[src/rtl/fe_pkg.sv]
// Shared front-end definitions for the sqrt engine arbiter and related
// shared-resource arbiters.
//   state_e    : arbiter FSM state encoding (IDLE=0, ISSUE=1, WAIT=2, RESP=3)
//   DATA_W_DEF : default operand/result width
//   REQ_MAG    : requester index of the accelerometer magnitude path
//   REQ_STD    : requester index of the windowed-statistics std-dev path
package fe_pkg;

  typedef enum logic [1:0] {
    ST_IDLE  = 2'd0,
    ST_ISSUE = 2'd1,
    ST_WAIT  = 2'd2,
    ST_RESP  = 2'd3
  } state_e;

  localparam int DATA_W_DEF = 16;

  localparam int REQ_MAG = 0;
  localparam int REQ_STD = 1;

endpackage

[src/rtl/rr_pick.sv]
// Combinational round-robin picker.
// Searches req starting at ptr, wrapping from NUM_REQ-1 back to 0, and
// reports the first set bit.
// Ports:
//   req       in  NUM_REQ  request vector
//   ptr       in  IDX_W    index with highest priority this round
//   any       out 1        at least one request present
//   grant_idx out IDX_W    index of the winner (0 when any is low)
module rr_pick #(
  parameter int NUM_REQ = 2,
  parameter int IDX_W   = $clog2(NUM_REQ)
) (
  input  logic [NUM_REQ-1:0] req,
  input  logic [IDX_W-1:0]   ptr,
  output logic               any,
  output logic [IDX_W-1:0]   grant_idx
);

  logic [IDX_W-1:0] cand;

  // Walk offsets from farthest to nearest so the candidate closest to ptr
  // is the last one written and therefore wins.
  always_comb begin
    any       = 1'b0;
    grant_idx = '0;
    cand      = '0;
    for (int k = NUM_REQ - 1; k >= 0; k--) begin
      cand = IDX_W'((int'(ptr) + k) % NUM_REQ);
      if (req[cand]) begin
        any       = 1'b1;
        grant_idx = cand;
      end
    end
  end

endmodule

[src/rtl/sqrt_engine_arbiter.sv]
// Round-robin arbiter/sequencer sharing one cordic_sqrt engine among
// NUM_REQ requesters. One operation in flight at a time: latch operands,
// pulse eng_start, wait for eng_valid, return result with a one-cycle done.
//
// Optional feature: define SQRT_ARB_TIMEOUT_EN to enable the WAIT watchdog
// (TIMEOUT_CYCLES). Without it WAIT is unbounded and err is tied low.
//
// Ports:
//   clk, reset_n            clock, async active-low reset
//   req[NUM_REQ]            level request per requester
//   req_x/y/z               packed operands, requester i at [i*DATA_W +: DATA_W]
//   done[NUM_REQ]           one-hot result pulse to the owner
//   result[DATA_W]          result, held until the next done
//   err                     done carries a timed-out (zero) result
//   busy                    FSM not in IDLE
//   eng_start               one-cycle engine start
//   eng_x/y/z[DATA_W]       latched operands to the engine
//   eng_result, eng_valid   engine response
//
// state | meaning
// IDLE  | waiting for any req, picks winner round-robin and latches operands
// ISSUE | eng_start high for this single cycle
// WAIT  | waiting for eng_valid (or watchdog expiry)
// RESP  | done[g] (and err) visible for one cycle
module sqrt_engine_arbiter
  import fe_pkg::*;
#(
  parameter int NUM_REQ        = 2,
  parameter int DATA_W         = DATA_W_DEF,
  parameter int TIMEOUT_CYCLES = 64
) (
  input  logic                      clk,
  input  logic                      reset_n,
  input  logic [NUM_REQ-1:0]        req,
  input  logic [NUM_REQ*DATA_W-1:0] req_x,
  input  logic [NUM_REQ*DATA_W-1:0] req_y,
  input  logic [NUM_REQ*DATA_W-1:0] req_z,
  output logic [NUM_REQ-1:0]        done,
  output logic [DATA_W-1:0]         result,
  output logic                      err,
  output logic                      busy,
  output logic                      eng_start,
  output logic [DATA_W-1:0]         eng_x,
  output logic [DATA_W-1:0]         eng_y,
  output logic [DATA_W-1:0]         eng_z,
  input  logic [DATA_W-1:0]         eng_result,
  input  logic                      eng_valid
);

  localparam int IDX_W = $clog2(NUM_REQ);

  if (NUM_REQ < 2 || NUM_REQ > 8) begin : g_bad_num_req
    $error("sqrt_engine_arbiter: NUM_REQ must be in 2..8");
  end
  if (TIMEOUT_CYCLES < 1) begin : g_bad_timeout
    $error("sqrt_engine_arbiter: TIMEOUT_CYCLES must be at least 1");
  end

  state_e              state_q, state_d;
  logic [IDX_W-1:0]    g_q, g_d;
  logic [IDX_W-1:0]    ptr_q, ptr_d;
  logic [NUM_REQ-1:0]  done_q, done_d;
  logic [DATA_W-1:0]   result_q, result_d;
  logic [DATA_W-1:0]   eng_x_q, eng_x_d;
  logic [DATA_W-1:0]   eng_y_q, eng_y_d;
  logic [DATA_W-1:0]   eng_z_q, eng_z_d;

  logic                pick_any;
  logic [IDX_W-1:0]    pick_idx;
  logic [IDX_W-1:0]    ptr_next;

`ifdef SQRT_ARB_TIMEOUT_EN
  localparam int TMO_W = $clog2(TIMEOUT_CYCLES + 1);
  logic [TMO_W-1:0]    tmo_q, tmo_d;
  logic                err_q, err_d;
`endif

  rr_pick #(
    .NUM_REQ (NUM_REQ),
    .IDX_W   (IDX_W)
  ) u_rr_pick (
    .req       (req),
    .ptr       (ptr_q),
    .any       (pick_any),
    .grant_idx (pick_idx)
  );

  // The owner just served drops to lowest priority for the next round.
  assign ptr_next = (g_q == IDX_W'(NUM_REQ - 1)) ? '0 : g_q + 1'b1;

  always_comb begin
    state_d  = state_q;
    g_d      = g_q;
    ptr_d    = ptr_q;
    done_d   = '0;
    result_d = result_q;
    eng_x_d  = eng_x_q;
    eng_y_d  = eng_y_q;
    eng_z_d  = eng_z_q;
`ifdef SQRT_ARB_TIMEOUT_EN
    tmo_d    = tmo_q;
    err_d    = 1'b0;
`endif
    case (state_q)
      ST_IDLE: begin
        if (pick_any) begin
          g_d = pick_idx;
          for (int i = 0; i < NUM_REQ; i++) begin
            if (pick_idx == IDX_W'(i)) begin
              eng_x_d = req_x[i*DATA_W +: DATA_W];
              eng_y_d = req_y[i*DATA_W +: DATA_W];
              eng_z_d = req_z[i*DATA_W +: DATA_W];
            end
          end
          state_d = ST_ISSUE;
        end
      end
      ST_ISSUE: begin
`ifdef SQRT_ARB_TIMEOUT_EN
        tmo_d = '0;
`endif
        state_d = ST_WAIT;
      end
      ST_WAIT: begin
        if (eng_valid) begin
          result_d    = eng_result;
          done_d[g_q] = 1'b1;
          ptr_d       = ptr_next;
          state_d     = ST_RESP;
        end
`ifdef SQRT_ARB_TIMEOUT_EN
        // tmo_q counts completed WAIT cycles; this is the last one allowed.
        else if (tmo_q == TMO_W'(TIMEOUT_CYCLES - 1)) begin
          result_d    = '0;
          done_d[g_q] = 1'b1;
          err_d       = 1'b1;
          ptr_d       = ptr_next;
          state_d     = ST_RESP;
        end else begin
          tmo_d = tmo_q + 1'b1;
        end
`endif
      end
      ST_RESP: begin
        state_d = ST_IDLE;
      end
      default: begin
        state_d = ST_IDLE;
      end
    endcase
  end

  always_ff @(posedge clk or negedge reset_n) begin
    if (!reset_n) begin
      state_q  <= ST_IDLE;
      g_q      <= '0;
      ptr_q    <= '0;
      done_q   <= '0;
      result_q <= '0;
      eng_x_q  <= '0;
      eng_y_q  <= '0;
      eng_z_q  <= '0;
`ifdef SQRT_ARB_TIMEOUT_EN
      tmo_q    <= '0;
      err_q    <= 1'b0;
`endif
    end else begin
      state_q  <= state_d;
      g_q      <= g_d;
      ptr_q    <= ptr_d;
      done_q   <= done_d;
      result_q <= result_d;
      eng_x_q  <= eng_x_d;
      eng_y_q  <= eng_y_d;
      eng_z_q  <= eng_z_d;
`ifdef SQRT_ARB_TIMEOUT_EN
      tmo_q    <= tmo_d;
      err_q    <= err_d;
`endif
    end
  end

  assign done      = done_q;
  assign result    = result_q;
  assign eng_x     = eng_x_q;
  assign eng_y     = eng_y_q;
  assign eng_z     = eng_z_q;
  assign busy      = (state_q != ST_IDLE);
  assign eng_start = (state_q == ST_ISSUE);

`ifdef SQRT_ARB_TIMEOUT_EN
  assign err = err_q;
`else
  assign err = 1'b0;
`endif

endmodule
[config.mk]
export PLATFORM = sky130hd
export DESIGN_NAME = sqrt_engine_arbiter
export DESIGN_NICKNAME = d
export VERILOG_FILES = /design/src/rtl/fe_pkg.sv /design/src/rtl/rr_pick.sv /design/src/rtl/sqrt_engine_arbiter.sv
export SDC_FILE = /design/constraint.sdc
export NUM_CORES = 1
export LEC_CHECK = 0
export CORE_MARGIN = 1.5
export CORE_UTILIZATION = 38
export DETAILED_ROUTE_END_ITERATION = 12
export GPL_ROUTABILITY_DRIVEN = 0
export PLACE_DENSITY = 0.83
export SYNTH_ARGS = -nofsm -noshare
export SYNTH_HDL_FRONTEND = slang
export SYNTH_SLANG_ARGS = --single-unit
export TNS_END_PERCENT = 1
[constraint.sdc]
create_clock -name clk -period 1.6 [get_ports clk]
set_input_delay 0.32 -clock clk [delete_from_list [all_inputs] [get_ports clk]]
set_output_delay 0.32 -clock clk [all_outputs]
set_load 0.1 [all_outputs]
Yosys cells after proc, flatten, opt, wreduce, memory -nomap -nowiden
Cells that the tools add are included.
- $mul: 0
- reductions and logical operators: 6
- equality and inequality tests: 5
- multiplexer cells: 19
- add/sub/neg operators: 2
- shifts and indexed selects: 0
- div/mod/pow operators: 0
- $lt $le $gt $ge: 4
- bitwise logic cells: 0
- operators with widths (operator ; count):
    two-way mux 16 bit ; 3
    two-way mux 1 bit ; 10
    two-way mux 2 bit ; 4
    case mux 2 bit (4 select lines) ; 1
    < comparator 1 x 2 -> 1 bit, second input constant ; 3
    AND reduction 2 bit ; 3
    == test 2 bit, second input constant ; 2
    != test 2 bit, second input constant ; 2
    adder 1 bit, second input constant ; 2
    == test 2 x 1 -> 1 bit, second input constant ; 1
    logical NOT 2 bit ; 1
    nonzero test 2 bit ; 1
    demux 1 bit (select 1 bit) ; 1
    >= comparator 1 bit, second input constant ; 1
    logical AND 1 bit ; 1
- output and inout bits: 69
- memories kept: 0
- register bits: 70
- bits of input ports: 117
- memory bits (read-only): 0
- bits in latches: 0
- word-level logic and storage cells: 44
- memory bits (writable): 0

Depth between registers and ports, before layout
- depth after elaboration: 7
- depth in mapped cells: 7
- mapped depth without buffers: 5

Cells and area by module
Synthesis repeated with hierarchy kept, for this count alone.
- cells, all modules: 271
- area, all modules: 3211.8 um^2
- modules (own cells, without submodules) (module ; area each (um^2) ; cells an instance ; instances ; seq. area each (um^2)):
    sqrt_engine_arbiter ; 3194.3 ; 268 ; 1 ; 1751.7
    rr_pick ; 17.5 ; 3 ; 1 ; 0.0

Worst setup path before layout
Ideal clock, no wire load.
- path type: register to register
- start point: register state_q[0]
- end point: register state_q[1]
- setup slack: -387 ps
- clock period less this slack: 1987 ps
- library setup time: 125 ps
- stages on the path, launching flop included: 6
- arrival time: 1862 ps
- buffers on the path: 0
- required time: 1475 ps
- path through: dfrtp_1 inv_1 ha_1 inv_1 o32a_1 mux2_2
- longest elaborated chain between the ends: 3
- elaborated cells on any way between the ends: 8
- those cells by class: eq/ne (5); mux (1); reduce/logical (2)
- ends and longest elaborated chain (item ; line ; RTL):
    start, declared ; sqrt_engine_arbiter.sv:59 ; state_e state_q, state_d;
    start signal, assigned ; sqrt_engine_arbiter.sv:168 ; state_q <= state_d;
    == test 2 bit / logical NOT 2 bit (equally long branches) ; sqrt_engine_arbiter.sv:104 ; case (state_q)
    != test 2 bit (no line) ; -- ;
    AND reduction 2 bit (no line) ; -- ;
Several ways; a longest one is shown, not always the timed one.
A chain may end at the register's enable or synchronous reset.

Worst setup path after layout
Same ends and word-level chain as after synthesis.

==> results.sh <==
export IMPL_status="finished, final reports clean"
export IMPL_ys_types=23
export IMPL_io_pins=186
export IMPL_reg2reg_from="state_q[0]"
export IMPL_finalWirelength_mm=11.2
export IMPL_antenna_left=0
export IMPL_setup_viol_count_final=0
export IMPL_rows=33
export IMPL_dr_max_layer_used="met4"
export IMPL_port_buffers=184
export IMPL_syn_to_final_growth_pct=90.6
export IMPL_finalNetCount=636
export IMPL_crit_start="state_q[0]"
export IMPL_synth_warnings=0
export IMPL_fin_tns_setup_ps=0
export IMPL_start_util_pct=39.4
export IMPL_wl_per_cell_um=17.9
export IMPL_critPathMaxStageDelay_ps=410
export IMPL_grt_pass1_wl_mm=17.4
export IMPL_crit_required_ps=1830
export IMPL_worstSkewPairLatency_ps=340
export IMPL_core_area_um2=8220
export IMPL_fin_crit_sh_pct=99.7
export IMPL_place_ws_ps=-66.4
export IMPL_synthesis_area_um2=3240
export IMPL_htree_levels=3
export IMPL_grt_pass1_vias=3501
export IMPL_crit_type="reg -> reg"
export IMPL_vias=3347
export IMPL_worst_path_dominant_cell_family="flip-flops"
export IMPL_cp_start_kind="flop"
export IMPL_hp_class="in -> async"
export IMPL_endpoint_kind="flop"
export IMPL_layout_common_cells="114 x clkdlybuf4s50_1, 76 x buf_12, 70 x dfrtp_1, 51 x nor2_1"
export IMPL_fin_skew_ps=5.07
export IMPL_crit_chain="inv_2, ha_4, clkinvlp_4, buf_4, o32a_1, mux2_2"
export IMPL_ctsRootBufferMaster="clkbuf_8"
export IMPL_syn_num_nets=454
export IMPL_cts_tree="yes"
export IMPL_synthCells=334
export IMPL_cpMaxStageDelayCell="dfrtp_1"
export IMPL_drt_first_iter_violations=140
export IMPL_grt_start_max_net_pins=69
export IMPL_met3_length_mm=1.01
export IMPL_dr_pass1_iters=5
export IMPL_yosysSeqAreaShare_pct=54.1
export IMPL_dp_final_hpwl_mm=8.17
export IMPL_critPathBufInv=3
export IMPL_cts_buffers=9
export IMPL_rsz0062_at_grt="yes"
export IMPL_drive_gt1_share_pct=25.5
export IMPL_final_common_cell="clkdlybuf4s50_1"
export IMPL_syn_avg_cell_area_um2=9.69
export IMPL_hold_viol_final=0
export IMPL_fin_crit_ps=1590
export IMPL_die_area_um2=9080
export IMPL_drc=0
export IMPL_drv_cap=0
export IMPL_m1WireLength_mm=4.14
export IMPL_fillers=538
export IMPL_dieWidth_um=95.3
export IMPL_die_y_um=95.3
export IMPL_critPathMaxFanout=3
export IMPL_routed_via_density=5.35
export IMPL_fin_util_pct=75.1
export IMPL_finalMaxSlewViolations=0
export IMPL_synth_seq_cells=70
export IMPL_clkTransAtPathRegs_ps=80
export IMPL_cts_sinks=70
export IMPL_grt_antenna_before_repair=0
export IMPL_clockBufferDepth=2
export IMPL_gr_total_overflow=0
export IMPL_r2r_setup_slack_ps=5
export IMPL_wl_met2_mm=5.82
export IMPL_fmax_mhz=627
export IMPL_antenna_diode_count=0
export IMPL_finalWorstSetupSlack_ps=5.25
export IMPL_grt_util_all_layers_pct=25.3
export IMPL_cp_arrival_ps=1820
[logic make-up (layout without fill, tap and decap cells)]
logic type | count (synthesis) | after routing | share of synthesized area, %
AO/OA/AOI/OAI | 101 | 101 | 17.9
adder cells (fa/ha/maj) | 3 | 3 | 1.16
buffers and inverters | 40 | 227 | 6.77
flip-flops | 70 | 70 | 54.1
multiplexers | 17 | 17 | 5.92
other | 1 | 1 | 0.116
AND/OR/NAND/NOR | 102 | 102 | 14.0
[sequential cells by signal, summed over array words and instances (netlist names)]
| signal | flops |
|---|---|
| eng_x | 16 |
| done | 2 |
| eng_z | 16 |
| eng_y | 16 |
| state_q | 2 |
| result | 16 |
| g_q | 1 |
| ptr_q | 1 |
[what timing repair did]
item | in CTS | in global routing
setup buffers | 5 | 0
cloned | 0 | 0
resized for setup | 1 | 2
endpoints found under the hold margin | 2 | 0
pin swaps | 1 | 2
hold buffers | 1 | 0
setup endpoints to repair | 1 | 21
[routing by layer]
layer,global-route usage (%),vias to the layer above
li1,-,1552
met1,28.5,1604
met2,45.1,164
met3,7.42,27
met4,8.96,0
met5,0,-
[final timing paths]
check                                  end  cells after the start
worst max-delay path            state_q[1]                      6
worst min-delay path              eng_z[5]                      2
worst max register to register  state_q[1]                      6
worst min register to register     done[0]                      1
max in group asynchronous         eng_y[4]                      3
min in group clk                   done[0]                      1
[worst register-to-register path: stages, from the launching register on]
cell	delay (ps)
dfrtp_1	410
inv_2	90
ha_4	150
clkinvlp_4	100
buf_4	150
o32a_1	310
mux2_2	280
[Yosys cell counts]
cell type | number | share of area (%)
conb_1 | 1 | 0.12
o32ai_1 | 1 | 0.27
o32a_1 | 1 | 0.31
o22a_1 | 1 | 0.27
o21a_1 | 1 | 0.23
buf_6 | 5 | 1.7
nand2_2 | 1 | 0.19
nor2_1 | 51 | 5.9
clkbuf_1 | 10 | 1.2
o21ai_1 | 3 | 0.46
inv_2 | 1 | 0.12
mux2_2 | 17 | 5.9
o21ai_0 | 45 | 7.0
buf_2 | 16 | 2.5
buf_4 | 3 | 0.70
inv_1 | 5 | 0.58
a21oi_1 | 1 | 0.15
dfrtp_1 | 70 | 54
a31oi_1 | 48 | 9.3
and2b_1 | 1 | 0.23
ha_1 | 3 | 1.2
nand3_1 | 48 | 7.4
nand2b_1 | 1 | 0.19
[per-stage QoR]
stage	cell area [um^2]	instances	hold slack, ps
3_5_place_dp	5920	604	131
2_1_floorplan	3250	334	24.4
4_1_cts	6160	626	312
5_1_grt	6170	626	313
3_3_place_gp	5920	604	127
6_report	6170	626	325
[final cells by class]
cell class | instances | area, um^2 | area share, %
clock inverters | 7 | 65.1 | 1.05
flip-flops and latches | 70 | 1750 | 28.4
repair buffers | 205 | 2780 | 45.0
well taps | 105 | 131 | 2.13
inverters | 6 | 26.3 | 0.426
clock buffers | 9 | 124 | 2.01
multi-input cells | 224 | 1290 | 21.0
Power is left out: the tool's default activity adds up to more than one toggle a clock period on the data nets, which glitch-free logic cannot reach.
